===== src/rtl/id_ex_stage.sv =====
// Decode stage with ID/EX pipeline register, load-use stall detection and flush.
// Optional writeback-to-decode bypass is enabled by defining ID_WB_BYPASS_EN.
module id_ex_stage (
  input  logic        CLK,
  input  logic        RESET,
  input  logic        IF_VALID,
  input  logic [31:0] IF_INSTR,
  input  logic [31:0] IF_PC,
  output logic [4:0]  RF_ADDR1,
  output logic [4:0]  RF_ADDR2,
  input  logic [31:0] RF_DATA1,
  input  logic [31:0] RF_DATA2,
  input  logic        WB_WRITE,
  input  logic [4:0]  WB_ADDR,
  input  logic [31:0] WB_DATA,
  input  logic        FLUSH,
  output logic        STALL_OUT,
  output logic        EX_VALID,
  output logic [31:0] EX_PC,
  output logic [31:0] EX_RS1_DATA,
  output logic [31:0] EX_RS2_DATA,
  output logic [31:0] EX_IMM,
  output logic [4:0]  EX_RD,
  output logic [6:0]  EX_OPCODE,
  output logic [2:0]  EX_FUNCT3,
  output logic        EX_FUNCT7B5,
  output logic        EX_REGWRITE,
  output logic        EX_MEMREAD,
  output logic        EX_MEMWRITE
);

  localparam logic [6:0] OP_R     = 7'b0110011;
  localparam logic [6:0] OP_I     = 7'b0010011;
  localparam logic [6:0] OP_LOAD  = 7'b0000011;
  localparam logic [6:0] OP_JALR  = 7'b1100111;
  localparam logic [6:0] OP_STORE = 7'b0100011;
  localparam logic [6:0] OP_BR    = 7'b1100011;
  localparam logic [6:0] OP_LUI   = 7'b0110111;
  localparam logic [6:0] OP_AUIPC = 7'b0010111;
  localparam logic [6:0] OP_JAL   = 7'b1101111;

  logic [6:0]  opcode;
  logic [4:0]  rd;
  logic [4:0]  rs1;
  logic [4:0]  rs2;
  logic [2:0]  funct3;
  logic [31:0] imm;
  logic        reg_write;
  logic        mem_read;
  logic        mem_write;
  logic        uses_rs1;
  logic        uses_rs2;
  logic [31:0] rs1_data;
  logic [31:0] rs2_data;
  logic        load_use;
  logic        capture;

  assign opcode   = IF_INSTR[6:0];
  assign rd       = IF_INSTR[11:7];
  assign funct3   = IF_INSTR[14:12];
  assign rs1      = IF_INSTR[19:15];
  assign rs2      = IF_INSTR[24:20];
  assign RF_ADDR1 = rs1;
  assign RF_ADDR2 = rs2;

  always_comb begin
    imm       = '0;
    reg_write = 1'b0;
    mem_read  = 1'b0;
    mem_write = 1'b0;
    uses_rs1  = 1'b0;
    uses_rs2  = 1'b0;
    case (opcode)
      OP_R: begin
        reg_write = 1'b1;
        uses_rs1  = 1'b1;
        uses_rs2  = 1'b1;
      end
      OP_I, OP_JALR: begin
        imm       = {{20{IF_INSTR[31]}}, IF_INSTR[31:20]};
        reg_write = 1'b1;
        uses_rs1  = 1'b1;
      end
      OP_LOAD: begin
        imm       = {{20{IF_INSTR[31]}}, IF_INSTR[31:20]};
        reg_write = 1'b1;
        mem_read  = 1'b1;
        uses_rs1  = 1'b1;
      end
      OP_STORE: begin
        imm       = {{20{IF_INSTR[31]}}, IF_INSTR[31:25], IF_INSTR[11:7]};
        mem_write = 1'b1;
        uses_rs1  = 1'b1;
        uses_rs2  = 1'b1;
      end
      OP_BR: begin
        imm      = {{19{IF_INSTR[31]}}, IF_INSTR[31], IF_INSTR[7],
                    IF_INSTR[30:25], IF_INSTR[11:8], 1'b0};
        uses_rs1 = 1'b1;
        uses_rs2 = 1'b1;
      end
      OP_LUI, OP_AUIPC: begin
        imm       = {IF_INSTR[31:12], 12'b0};
        reg_write = 1'b1;
      end
      OP_JAL: begin
        imm       = {{11{IF_INSTR[31]}}, IF_INSTR[31], IF_INSTR[19:12],
                     IF_INSTR[20], IF_INSTR[30:21], 1'b0};
        reg_write = 1'b1;
      end
      default: ;
    endcase
    // x0 is never a real destination
    if (rd == 5'd0) reg_write = 1'b0;
  end

`ifdef ID_WB_BYPASS_EN
  // Writeback lands in the register file this same edge, so the read port is stale.
  assign rs1_data = (rs1 == 5'd0) ? 32'd0 :
                    (WB_WRITE && (WB_ADDR != 5'd0) && (WB_ADDR == rs1)) ? WB_DATA : RF_DATA1;
  assign rs2_data = (rs2 == 5'd0) ? 32'd0 :
                    (WB_WRITE && (WB_ADDR != 5'd0) && (WB_ADDR == rs2)) ? WB_DATA : RF_DATA2;
`else
  logic unused_wb;
  assign unused_wb = &{1'b0, WB_WRITE, WB_ADDR, WB_DATA};
  assign rs1_data  = (rs1 == 5'd0) ? 32'd0 : RF_DATA1;
  assign rs2_data  = (rs2 == 5'd0) ? 32'd0 : RF_DATA2;
`endif

  // Handshake: IF_VALID offers an instruction; it is taken on the edge where
  // STALL_OUT=0 and FLUSH=0, otherwise upstream holds it and EX gets a bubble.
  assign load_use  = EX_VALID && EX_MEMREAD && (EX_RD != 5'd0) &&
                     ((uses_rs1 && (EX_RD == rs1)) || (uses_rs2 && (EX_RD == rs2)));
  assign STALL_OUT = IF_VALID && !FLUSH && load_use;
  assign capture   = IF_VALID && !FLUSH && !STALL_OUT;

  always_ff @(posedge CLK) begin
    if (RESET || !capture) begin
      EX_VALID    <= 1'b0;
      EX_PC       <= '0;
      EX_RS1_DATA <= '0;
      EX_RS2_DATA <= '0;
      EX_IMM      <= '0;
      EX_RD       <= '0;
      EX_OPCODE   <= '0;
      EX_FUNCT3   <= '0;
      EX_FUNCT7B5 <= 1'b0;
      EX_REGWRITE <= 1'b0;
      EX_MEMREAD  <= 1'b0;
      EX_MEMWRITE <= 1'b0;
    end else begin
      EX_VALID    <= 1'b1;
      EX_PC       <= IF_PC;
      EX_RS1_DATA <= rs1_data;
      EX_RS2_DATA <= rs2_data;
      EX_IMM      <= imm;
      EX_RD       <= rd;
      EX_OPCODE   <= opcode;
      EX_FUNCT3   <= funct3;
      EX_FUNCT7B5 <= IF_INSTR[30];
      EX_REGWRITE <= reg_write;
      EX_MEMREAD  <= mem_read;
      EX_MEMWRITE <= mem_write;
    end
  end

endmodule


===== config.mk =====
export PLATFORM = sky130hd
export DESIGN_NAME = id_ex_stage
export DESIGN_NICKNAME = d
export VERILOG_FILES = /design/src/rtl/id_ex_stage.sv
export SDC_FILE = /design/constraint.sdc
export NUM_CORES = 1
export LEC_CHECK = 0
export ABC_AREA = 1
export CORE_MARGIN = 2
export CORE_UTILIZATION = 32
export DETAILED_ROUTE_END_ITERATION = 12
export PLACE_DENSITY = 0.74
export SYNTH_ARGS = -nofsm -noshare
export SYNTH_HDL_FRONTEND = slang
export SYNTH_SLANG_ARGS = --single-unit

===== constraint.sdc =====
create_clock -name CLK -period 1.3 [get_ports CLK]
set_input_delay 0.13 -clock CLK [delete_from_list [all_inputs] [get_ports CLK]]
set_output_delay 0.13 -clock CLK [all_outputs]
set_load 0.005 [all_outputs]

==> impl_metrics.csv, run 1 <==
group,metric,value,unit
yosys,largest_family_of_logic_cells_by_synthesized_area,"simple AND/OR/NAND/NOR gates",
yosys,post_synthesis_share_of_cell_area_spent_on_full_adders_half_adders_and_majority_gates,0,
timing,setup_slack,-409,ps
cts,cts.sink_count,148,
place,post-place-cells,1073,
worst_setup_path,critPathMaxStageDelay,370,ps
final_layout,filler_instances,1177,
timing,finalCriticalPeriod,1710,ps
cts,cts.htree.levels,4,
yosys,yosys-mux-area-fraction,0,
worst_setup_path,reg2reg_slack,-380,ps
cts,holdBufCountCts,0,
global_routing,globalRoute.totalOverflow,0,
timing,achievable-frequency,0.585,GHz
routing,viasPerCell,4.20,
worst_setup_path,cp_slowest_cell,"dfxtp_4",
floorplan,design.die.area,16400,um2
routing,detailroute.via_count,4686,
pwr,power_per_standard_cell_area,1150,nW/um2
place,io_buffer_count,290,
yosys,synthTopCellsByArea,"dfxtp_1 60%, nor2_1 12%, inv_1 9.9%, buf_6 3.4%, nand2_1 2.7%",
min_path,holdCritStartpoint,"IF_INSTR[4]",
routing,dr.pass1.iters,4,
worst_setup_path,worstPathRequired,1170,ps
outcome,outcome,"finished with violations",
timing,setup_viol,149,
timing,timing.clock.skew,10.4,ps
final_layout,leading_cell_types_in_the_layout_fill_and_taps_excluded,"141 x dfxtp_1, 135 x nor2_1, 130 x clkdlybuf4s50_1",
worst_setup_path,cp.arrival,1580,ps
worst_setup_path,timing_worst_setup_path_type,"flop to output pin",
timing,unrepaired_setup_endpoints_after_global_routing,"yes",
yosys,synth_seq_area_share,0.601,
yosys,synth-xor-area-share,0.00710,
floorplan,initial_utilization,0.326,
flow_run,timing.max_cap.violations,0,
final_layout,final_nets,1084,
yosys,mappedNetlistArea,4930,um2
global_routing,number_of_antenna_violations_at_the_first_check_in_global_routing,0,
floorplan,ios,329,
yosys,synth-compound-area-share,0.0409,
routing,drt_iter0_drc,152,
worst_setup_path,path_cells,"buf_6 -> nand2_2 -> nand2_2 -> nor2_2 -> nand4_1 -> nand2_2 -> nand2_4 -> nor2_1 -> buf_2",
place,dpl.hpwl,11.6,mm
floorplan,placementRows,45,
routing,detail-route-antenna-nets,0,
final_layout,layout.cells.most_common,"dfxtp_1",
yosys,mappedNetlistNets,740,
yosys,postSynthCellCount,570,
timing,hold_ws,161,ps
outcome,failed_checks,"setup timing",
cts,cts.path.max_buffers,2,
yosys,post_synth_num_cell_types,25,
place,placement.setup.worst_slack,-738,ps
routing,post-route-drc-count,0,
cts,tritoncts_clock_tree,"done",
worst_setup_path,worstReg2RegStart,"EX_RD[0]",
yosys,syn_avg_cell_area,8.65,um2
final_layout,flow.area_growth_from_synthesis,93.8,%
timing,finalHoldViolCount,0,
yosys,yosys.area_share.simple,0.200,
global_routing,via_count_of_the_first_global_routing_pass,4518,
cts,cts_clock_pin_slew_for_the_worst_setup_and_hold_paths,60,ps
worst_setup_path,worstSetupEndpointType,"output pin",
worst_setup_path,critPathBufInv,2,
global_routing,wire_length_of_the_first_global_routing_pass,23.4,mm
floorplan,fp.coreArea,15100,um2
worst_setup_path,critical_path.startpoint,"EX_RD[2]",
min_path,timing.hold.worst.class,"primary input to flop",
timing,worst_slew_margin_rel,0.762,
worst_setup_path,path_max_fanout,4,
routing,finalWirelength,16.2,mm
pwr,p_leak,6.28,nW
routing,wirelength_per_cell,14.6,um
global_routing,grt_start_max_net_pins,25,
timing,timing_max_transition_violations_final,0,
final_layout,drive_gt1_frac,0.177,
yosys,synth_top_area_frac,0.601,
yosys,ys_warn_count,0,
timing,finalCritPeriodShare,1.31,
floorplan,dieWidth,128,um
cts,clock_latency_of_the_later_clocked_register_in_the_worst_skew_pair,410,ps
floorplan,die-height,128,um
timing,worst-slew-pin-transition,356,ps
worst_setup_path,critical-path-top-delay-family,"simple AND/OR/NAND/NOR gates",
timing,tns,-41130,ps
yosys,synth_area_leader_cell,"dfxtp_1",
cts,clock_tree.root_cell,"clkbuf_16",
worst_setup_path,most_frequent_cell_on_critical_path,"nand2_2",
place,placed_area,8310,um2
final_layout,final_cell_area,9560,um2
final_layout,fin_cells,1115,
pwr,vdd_drop_max,0.000837,V
global_routing,globalRouteTotalUtil,0.186,
cts,tritoncts.num_buffers,17,
worst_setup_path,worst_setup_path_start_kind,"flop",
final_layout,antenna_cells_inserted,0,
yosys,postSynthRegisterBits,148,
place,globalplace.congestion,0.860,
==> repair_timing <==
| action | in CTS | in global routing |
|---|---|---|
| resized for setup | 73 | 171 |
| pin swaps | 3 | 11 |
| endpoints found under the setup margin | 307 | 257 |
| buffers inserted | 4 | 2 |
| gates cloned | 5 | 3 |
==> power by group <==
part           leakage (nW)  internal (mW)  switching [mW]
registers              1.21           4.62          0.0290
logic                  4.77          0.704           0.431
clock network         0.304           3.14            2.04
==> registers in the layout (all words and copies together), names as in the netlist <==
register and cells:
EX_FUNCT7B5 1, EX_PC 32, EX_RS1_DATA 32, EX_RD 5, EX_IMM 32, EX_RS2_DATA 32
EX_MEMREAD 1, EX_MEMWRITE 1, EX_REGWRITE 1, EX_OPCODE 7, EX_VALID 1, EX_FUNCT3 3
==> worst reg2reg max path, delay by kind of cell (launching register included) <==
kind / cells / cell delay, ps
compound gates: 1 / 190
buf+inv: 5 / 600
flops: 1 / 370
simple gates: 4 / 460
==> stage by stage <==
stage                     total power, mW   util
final                                11.0  0.631
after global routing                 11.4  0.631
after CTS                            11.1  0.601
after detailed placement             5.84  0.548
after global placement               5.82  0.548
after floorplan                      5.07      -
==> per-layer routing <==
metal	up-vias	track usage	routed length (um)
li1	2342	-	-
met1	2105	0.193	6100
met2	198	0.345	8450
met3	41	0.0555	1130
met4	0	0.0827	550
met5	-	0	0
==> Yosys cell counts <==
library cell  instances
a21oi_1              10
a22oi_1              15
a31oi_1               1
buf_4                10
buf_6                15
clkbuf_1              2
dfxtp_1             148
inv_1               130
inv_2                 1
nand2_1              36
nand2_2               5
nand2_4               2
nand3_1               8
nand3_4               2
nand4_1               5
nor2_1              153
nor2_2               13
nor2_4                2
nor3_1                3
o211ai_1              1
o21ai_0               1
o21ai_1               1
o221ai_1              1
o22ai_1               1
xnor2_1               4
==> path summary, 6_finish.rpt <==
| check | endpoint | cells past startpoint |
|---|---|---|
| hold / removal | EX_OPCODE[4] | 4 |
| setup reg to reg | EX_RS2_DATA[0] | 10 |
| setup / recovery | STALL_OUT | 9 |
| hold reg to reg | EX_IMM[31] | 6 |
==> cells by family (layout without fill, tap and decap cells) <==
| kind of cell | Yosys count | count (layout) |
|---|---|---|
| flip-flops | 148 | 148 |
| buffers and inverters | 158 | 514 |
| AND/OR/NAND/NOR | 229 | 230 |
| AO/OA/AOI/OAI | 31 | 31 |
| XOR/XNOR | 4 | 4 |
==> area by class of cell <==
| class | instances | area, um2 | share of cell area |
|---|---|---|---|
| clock buffers | 18 | 439 | 0.0460 |
| well taps | 188 | 235 | 0.0246 |
| inverters | 131 | 499 | 0.0522 |
| flip-flops and latches | 148 | 2980 | 0.312 |
| clock inverters | 14 | 191 | 0.0200 |
| multi-input cells | 265 | 1410 | 0.147 |
| repair buffers | 351 | 3800 | 0.398 |
(Power assumes the default switching activity.)
==> inputs of run 2 (changes only) <==
--- a/config.mk
+++ b/config.mk
@@ -6,10 +6,12 @@
 export NUM_CORES = 1
 export LEC_CHECK = 0
 export ABC_AREA = 1
+export CELL_PAD_IN_SITES_DETAIL_PLACEMENT = 1
+export CELL_PAD_IN_SITES_GLOBAL_PLACEMENT = 2
 export CORE_MARGIN = 2
-export CORE_UTILIZATION = 32
+export CORE_UTILIZATION = 17
 export DETAILED_ROUTE_END_ITERATION = 12
-export PLACE_DENSITY = 0.74
+export PLACE_DENSITY = 0.75
 export SYNTH_ARGS = -nofsm -noshare
 export SYNTH_HDL_FRONTEND = slang
 export SYNTH_SLANG_ARGS = --single-unit
==> run 2 against run 1 <==
Compared with the run above: the flow still finishes with violations (setup timing); cell count grew 20%; maximum frequency fell by 3.4%; utilization shrank 27 points; non-clock buffer count up 25; global-route usage is 5.2 points lower; cell area grew 7.1%.
==> impl_metrics.csv, run 2 (same netlist as run 1, synthesis figures left out) <==
group,metric,value,unit
global_routing,via_count_of_the_first_global_routing_pass,4999,
timing,finalCriticalPeriod,1770,ps
final_layout,fin_cells,1337,
routing,detail-route-antenna-nets,0,
routing,post-route-drc-count,0,
routing,drt_iter0_drc,107,
global_routing,globalRouteTotalUtil,0.134,
routing,detailroute.via_count,4888,
worst_setup_path,worst_setup_path_start_kind,"flop",
timing,timing.clock.skew,15.5,ps
timing,setup_slack,-470,ps
place,post-place-cells,1274,
cts,tritoncts.num_buffers,17,
final_layout,final_nets,1109,
final_layout,leading_cell_types_in_the_layout_fill_and_taps_excluded,"151 x dlygate4sd2_1, 141 x dfxtp_1, 131 x clkdlybuf4s50_1",
min_path,timing.hold.worst.class,"primary input to flop",
floorplan,fp.coreArea,28600,um2
place,placed_area,8630,um2
floorplan,dieWidth,174,um
outcome,outcome,"finished with violations",
final_layout,final_cell_area,10200,um2
routing,finalWirelength,20.9,mm
worst_setup_path,critical-path-top-delay-family,"buffers and inverters",
global_routing,globalRoute.totalOverflow,0,
outcome,failed_checks,"setup timing",
timing,tns,-56440,ps
cts,cts.path.max_buffers,2,
timing,achievable-frequency,0.565,GHz
place,globalplace.congestion,0.757,
timing,hold_ws,213,ps
cts,tritoncts_clock_tree,"done",
routing,dr.pass1.iters,4,
worst_setup_path,worstPathRequired,1660,ps
place,io_buffer_count,290,
pwr,power_per_standard_cell_area,1090,nW/um2
cts,cts.htree.levels,4,
worst_setup_path,path_max_fanout,9,
flow_run,timing.max_cap.violations,0,
cts,clock_latency_of_the_later_clocked_register_in_the_worst_skew_pair,440,ps
cts,cts.sink_count,148,
pwr,vdd_drop_max,0.000611,V
place,dpl.hpwl,14.7,mm
pwr,p_leak,5.06,nW
global_routing,grt_start_max_net_pins,19,
final_layout,flow.area_growth_from_synthesis,108,%
cts,cts_clock_pin_slew_for_the_worst_setup_and_hold_paths,70,ps
worst_setup_path,critPathMaxStageDelay,380,ps
routing,wirelength_per_cell,15.7,um
floorplan,initial_utilization,0.172,
worst_setup_path,cp_slowest_cell,"dfxtp_4",
floorplan,design.die.area,30400,um2
timing,worst-slew-pin-transition,341,ps
worst_setup_path,timing_worst_setup_path_type,"flop to flop",
timing,finalCritPeriodShare,1.36,
pwr,total_power,11.2,mW
floorplan,placementRows,62,
worst_setup_path,path_cells,"inv_4 -> buf_6 -> nand4_1 -> o211ai_1 -> inv_1 -> nand2_4 -> buf_8 -> buf_12 -> nand3_4 -> clkbuf_16 -> nor2_2",
routing,viasPerCell,3.66,
timing,worst_slew_margin_rel,0.772,
timing,finalHoldViolCount,0,
worst_setup_path,cp.arrival,2130,ps
worst_setup_path,worstSetupEndpointType,"flop",
timing,timing_max_transition_violations_final,0,
cts,clock_tree.root_cell,"clkbuf_16",
final_layout,drive_gt1_frac,0.276,
timing,unrepaired_setup_endpoints_after_global_routing,"yes",
floorplan,ios,329,
timing,setup_viol,149,
floorplan,die-height,174,um
global_routing,number_of_antenna_violations_at_the_first_check_in_global_routing,1,
worst_setup_path,critPathBufInv,6,
cts,holdBufCountCts,0,
global_routing,wire_length_of_the_first_global_routing_pass,30.1,mm
final_layout,layout.cells.most_common,"dlygate4sd2_1",
run 2: changes by cell type in the layout (fill, tap and decap cells not counted), moves of 8 or more:
cell | previous run | this run
dlygate4sd2_1 | 46 | 151
nor2_1 | 135 | 54
dlymetal6s2s_1 | 109 | 1
nor2_2 | 20 | 51
nor2_4 | 13 | 63
buf_6 | 5 | 13
run 2: cell type report:
type	count	area, um2
fillers	3285	18400
repair buffers	376	3840
flip-flops and latches	148	2980
multi-input cells	265	1830
inverters	131	494
well taps	384	480
clock buffers	17	425
clock inverters	15	186
diodes	1	2.50
run 2: path summary, 6_finish.rpt:
kind,slack (ps),start,to,depth (start not counted)
max reg2reg,-470,EX_RD[2],EX_RS2_DATA[8],11
max,-470,EX_RD[2],EX_RS2_DATA[8],11
min reg2reg,1020,EX_VALID,EX_IMM[4],7
min,210,RF_DATA1[16],EX_RS1_DATA[16],3
run 2: worst reg2reg max path, cell delays in order (launching register included):
cell	delay [ps]
dfxtp_4	380
inv_4	60
buf_6	90
nand4_1	100
o211ai_1	200
inv_1	100
nand2_4	90
buf_8	130
buf_12	110
nand3_4	150
clkbuf_16	240
nor2_2	80
run 2: where the power goes:
group,internal [mW],switching [mW]
Sequential,4.62,0.0276
Clock,2.92,2.27
Combinational,0.773,0.559
run 2: what timing repair did:
action | 4_1_cts | 5_1_grt
pin swaps | 8 | 20
gates cloned | 11 | 5
resized for setup | 232 | 163
setup endpoints to repair | 307 | 154
buffers inserted | 12 | 11
run 2: per-layer routing:
| metal | vias to the layer above | share of wire | wire, um | track usage |
|---|---|---|---|---|
| met1 | 2323 | 0.39 | 8100 | 0.144 |
| met4 | 0 | 0.012 | 247 | 0.0357 |
| met2 | 157 | 0.54 | 11200 | 0.250 |
| li1 | 2392 | - | - | - |
| met3 | 16 | 0.064 | 1350 | 0.0433 |
| met5 | - | 0 | 0 | 0 |
run 2: stage by stage:
| stage | utilization | setup slack (ps) |
|---|---|---|
| finish | 0.358 | -470 |
| global route | 0.358 | -602 |
| CTS | 0.337 | -470 |
| detailed placement | 0.301 | -943 |
| global placement | 0.301 | -952 |
| floorplan | - | 4.23 |
==> inputs of run 3 (changes only) <==
==> constraint.sdc (replaced) <==
create_clock -name CLK -period 1.6 [get_ports CLK]
set_input_delay 0.16 -clock CLK [delete_from_list [all_inputs] [get_ports CLK]]
set_output_delay 0.16 -clock CLK [all_outputs]
set_load 0.005 [all_outputs]
==> run 3 against run 2 <==
Compared with the run above: the flow still finishes with violations (setup timing); wire length fell by 3.0%; sequential share of layout area fell by 0.40 points; non-clock buffer count fell by 13; worst setup slack improved by 320 ps; maximum frequency rose by 1.2%; sequential power fell by 19%; largest power group unchanged; first-iteration DRC count rose by 36%; clock skew fell by 3.2 ps; count of clock-buffer cells in the layout rose by 1; utilization rose by 0.50 points; cell count fell by 1.2%; sequential cell count did not move.
==> impl_metrics.csv, run 3 (same netlist as run 1, synthesis figures left out) <==
group,metric,value,unit
worst_setup_path,critPathMaxStageDelay,380,ps
global_routing,number_of_antenna_violations_at_the_first_check_in_global_routing,0,
worst_setup_path,timing_worst_setup_path_type,"flop to flop",
floorplan,initial_utilization,0.172,
floorplan,placementRows,62,
cts,holdBufCountCts,0,
outcome,failed_checks,"setup timing",
final_layout,drive_gt1_frac,0.281,
routing,detail-route-antenna-nets,0,
timing,finalCritPeriodShare,1.09,
timing,tns,-7160,ps
pwr,vdd_drop_max,0.000471,V
final_layout,final_cell_area,10400,um2
routing,post-route-drc-count,0,
floorplan,die-height,174,um
cts,cts.sink_count,148,
worst_setup_path,cp_slowest_cell,"dfxtp_4",
global_routing,globalRoute.totalOverflow,0,
timing,timing.clock.skew,12.3,ps
global_routing,grt_start_max_net_pins,20,
floorplan,design.die.area,30400,um2
timing,setup_slack,-148,ps
floorplan,ios,329,
timing,setup_viol,121,
place,dpl.hpwl,14.3,mm
worst_setup_path,worstPathRequired,1960,ps
global_routing,via_count_of_the_first_global_routing_pass,5015,
worst_setup_path,critical-path-top-delay-family,"buffers and inverters",
cts,clock_latency_of_the_later_clocked_register_in_the_worst_skew_pair,420,ps
floorplan,dieWidth,174,um
cts,clock_tree.root_cell,"clkbuf_16",
routing,viasPerCell,3.65,
min_path,timing.hold.worst.class,"primary input to flop",
pwr,power_per_standard_cell_area,858,nW/um2
final_layout,final_nets,1095,
final_layout,antenna_cells_inserted,0,
pwr,p_leak,4.32,nW
place,placed_area,8580,um2
timing,finalCriticalPeriod,1750,ps
final_layout,fin_util,0.363,
final_layout,flow.area_growth_from_synthesis,111,%
timing,finalHoldViolCount,0,
cts,cts.htree.levels,4,
timing,unrepaired_setup_endpoints_after_global_routing,"yes",
cts,cts.path.max_buffers,2,
routing,dr.pass1.iters,4,
floorplan,fp.coreArea,28600,um2
timing,achievable-frequency,0.572,GHz
final_layout,leading_cell_types_in_the_layout_fill_and_taps_excluded,"282 x clkdlybuf4s50_1, 143 x dfxtp_1, 125 x inv_1",
timing,worst_slew_margin_rel,0.801,
final_layout,layout.cells.most_common,"clkdlybuf4s50_1",
global_routing,wire_length_of_the_first_global_routing_pass,29.0,mm
worst_setup_path,path_cells,"inv_2 -> buf_4 -> nand4_1 -> o211ai_1 -> inv_1 -> nand2_4 -> buf_8 -> nand2_8 -> buf_12 -> buf_12 -> buf_16 -> nor2_4",
cts,tritoncts.num_buffers,17,
routing,finalWirelength,20.3,mm
worst_setup_path,cp.arrival,2110,ps
place,io_buffer_count,290,
outcome,outcome,"finished with violations",
timing,worst-slew-pin-transition,298,ps
final_layout,fin_cells,1321,
worst_setup_path,most_frequent_cell_on_critical_path,"buf_12",
flow_run,timing.max_cap.violations,0,
worst_setup_path,worst_setup_path_start_kind,"flop",
cts,tritoncts_clock_tree,"done",
timing,timing_max_transition_violations_final,0,
cts,cts_clock_pin_slew_for_the_worst_setup_and_hold_paths,70,ps
worst_setup_path,path_max_fanout,7,
place,post-place-cells,1271,
place,globalplace.congestion,0.793,
worst_setup_path,worstSetupEndpointType,"flop",
worst_setup_path,critPathBufInv,7,
global_routing,globalRouteTotalUtil,0.127,
routing,wirelength_per_cell,15.4,um
pwr,total_power,8.91,mW
routing,drt_iter0_drc,146,
routing,detailroute.via_count,4826,
==> run 3: path summary, 6_finish.rpt <==
kind,from,end,slack [ps],cells after the start
hold reg to reg,EX_VALID,EX_IMM[4],980,7
setup / recovery,EX_RD[2],EX_PC[19],-150,12
setup reg to reg,EX_RD[2],EX_PC[19],-150,12
hold / removal,IF_INSTR[4],EX_OPCODE[4],210,4
==> run 3: repair_timing <==
item / 4_1_cts / 5_1_grt
pin swaps: 3 / 20
setup endpoints to repair: 157 / 150
gates resized for setup: 27 / 227
setup buffers: 7 / 5
endpoints found under the hold margin: 0 / 0
gates cloned: 7 / 6
==> run 3: tightest hold or removal path: stages <==
cell,delay (ps)
dlymetal6s2s_1,190
inv_2,90
buf_4,120
nor2_4,30
==> run 3: cell type report <==
class / count / area [um2]
fill: 3214 / 18200
timing repair buffer: 363 / 3880
sequential: 148 / 2980
multi-input combinational: 264 / 1980
inverter: 131 / 497
tap: 384 / 480
clock buffer: 18 / 439
clock inverter: 13 / 133
==> run 3: per-stage QoR <==
stage | setup WS (ps) | hold WS [ps]
4_1_cts | -244 | 226
6_report | -148 | 208
3_3_place_gp | -591 | 685
3_5_place_dp | -626 | 691
2_1_floorplan | 286 | 272
5_1_grt | -279 | 198
==> run 3: layer usage <==
layer	track usage	vias up	routed length, um
li1	-	2361	-
met1	0.138	2285	7710
met2	0.226	165	10800
met3	0.0494	15	1530
met4	0.0420	0	274
met5	0	-	0
==> run 3: power breakdown <==
part / internal [mW] / switching [mW]
sequential: 3.76 / 0.0269
combinational: 0.675 / 0.466
clock: 2.32 / 1.66
total: 6.76 / 2.15
==> variant: new RTL, settings of run 2 <==
Add a define of `ID_WB_BYPASS_EN`.
--- a/src/rtl/id_ex_stage.sv
+++ b/src/rtl/id_ex_stage.sv
@@ -1,5 +1,7 @@
 // Decode stage with ID/EX pipeline register, load-use stall detection and flush.
 // Optional writeback-to-decode bypass is enabled by defining ID_WB_BYPASS_EN.
+`define ID_WB_BYPASS_EN
+
 module id_ex_stage (
   input  logic        CLK,
   input  logic        RESET,
Behaviour: not the same (a bounded check fails within 4 cycles, from zero or initial values).
==> variant against run 2 <==
The run still ends with negative setup slack left. Total power grew 1.3%. Setup slack worse by 17 ps. Clock power shrank 5.4%. Sequential cell count unchanged. Routed wire length grew 32%. Core utilization fell by 3.3 points. Area after synthesis up 21%. Combinational power is 32% higher. Final area increased by 9.6%. Largest cell class unchanged. Highest routed layer unchanged.
==> variant: results <==
[clocking]
clk-insertion-delay-late_ps = 450
postCtsHoldBufs = 0
cts-root-buf = "clkbuf_16"
cts_max_level = 4
clk_pin_slew_ps = 70
cts_made_buffers = 17
cts.path.max_buffers = 2

[routing]
vias_per_cell = 3.87
dr.pass1.iters = 4
vias = 6558
drt-initial-drc-count = 136
final_antenna_net_count = 0
routed_wl_mm = 27.7

[grt]
grt.total_usage = 0.152
grt_antenna_before_repair = 0
grt_pass1_wl_mm = 41.0
grt_max_degree = 33
overflow = 0
grt_pass1_vias = 7097

[place]
portBuffers = 328
numPlacedInstances = 1634
dpl.hpwl_mm = 20.3
dp_slack_ps = -887
gp_congestion = 0.784

[worst_setup_path]
r2r_start = "EX_RD[1]"
r2r_setup_slack_ps = -460
cp_data_arrival_time_ps = 1660
crit_fanout = 4
r2r_end = "EX_RS1_DATA[12]"
cpMaxStageDelayCell = "dfxtp_2"
r2r_cells = 12
critPathMaxStageDelay_ps = 320

[timing]
finClkSkew_ps = 17.3
setup_viol = 149
tightestPinTransition_ps = 382
slew_viol_final = 0
setup_slack_ps = -486

[synth]
yosys_warnings = 0
yosys-top-cells-area = "dfxtp_1 (50%), nand2_1 (11%), nor2_1 (9.4%)"
ys_seq_area_frac = 0.497
syn_avg_cell_area_um2 = 7.28
synth.top_cells.by_count = "nand2_1 (172), nor2_1 (149), dfxtp_1 (148)"
synth_cell_types = 29
syn-num-nets = 988

[pwr]
ir_drop_mv = 0.885
p_leak_nw = 5.91

[finish]
post-route-util = 0.325
fin_nets = 1396
drive_above_1_share = 0.174
diodes = 0

[run_status]
violations = "negative setup slack"
status = "finished, violations left"

[worst_hold_path]
min_from = "IF_INSTR[4]"
hp-class = "in -> reg"
whs_endpoint = "EX_OPCODE[4]"
worstHoldPathCells = 4
[variant: changes by cell type in the layout (fill, tap and decap cells not counted), moves of 11 or more]
cell,before,now
nand3_1,7,71
nor2_4,63,4
buf_4,44,76
nand2_1,35,171
nor2_2,51,40
nor2_1,54,135
clkdlybuf4s50_1,131,167
[variant: what timing repair did]
action,in CTS,in global routing
setup buffers,18,4
gates cloned,10,1
resized for setup,201,24
hold endpoints to repair,0,0
endpoints found under the setup margin,307,154
pin swaps,4,5
[variant: metrics by stage]
| stage | TNS, ps | power (W) | hold WS [ps] | area [um^2] |
|---|---|---|---|---|
| after floorplan | -2230 | 0.00530 | 242 | 6010 |
| after global placement | -110810 | 0.00646 | 654 | 10300 |
| after detailed placement | -116540 | 0.00648 | 662 | 10300 |
| after CTS | -66400 | 0.0116 | 168 | 11200 |
| after global routing | -71990 | 0.0119 | 162 | 11200 |
| final | -54610 | 0.0113 | 158 | 11200 |
[variant: report_power, final]
part	internal, W	switching [W]	total, W
Sequential	0.00463	0.0000271	0.00466
Clock	0.00272	0.00219	0.00491
Combinational	0.000979	0.000773	0.00175
[variant: per-layer routing]
metal	wire length [um]	global-route usage	vias up	share of wire
met5	0	0	-	0
met4	285	0.0379	0	0.010
met1	11100	0.162	3044	0.40
met3	2660	0.0641	17	0.096
met2	13700	0.275	243	0.49
li1	-	-	3254	-
[variant: final cells by class]
cell class / instances / area, um^2
Fill cell: 4198 / 23300
Inverter: 139 / 522
Clock buffer: 20 / 447
Timing Repair Buffer: 434 / 4270
Multi-Input combinational cell: 486 / 2310
Tap cell: 455 / 569
Clock inverter: 12 / 121
Sequential cell: 148 / 2980
[variant: how the worst max path moves through the flow]
stage	from	endpoint	slack, ps	depth (start not counted)
global route	EX_RD[0]	STALL_OUT	-620	10
floorplan	EX_RD[2]	EX_IMM[11]	-60	11
detailed placement	IF_INSTR[4]	EX_RS2_DATA[17]	-890	13
global placement	WB_ADDR[0]	EX_RS2_DATA[3]	-900	10
finish	EX_RD[1]	STALL_OUT	-490	9
CTS	EX_RD[1]	STALL_OUT	-570	11
[variant: logic make-up after synthesis]
family / synth area share
buffers and inverters: 0.134
AO/OA/AOI/OAI: 0.0309
AND/OR/NAND/NOR: 0.320
XOR/XNOR: 0.0176
flip-flops: 0.497
[variant: worst max-delay path, delay by kind of cell (launching register included)]
family          cells  cell delay (ps)
simple gates        5              430
flops               1              320
buf+inv             3              310
compound gates      1              150
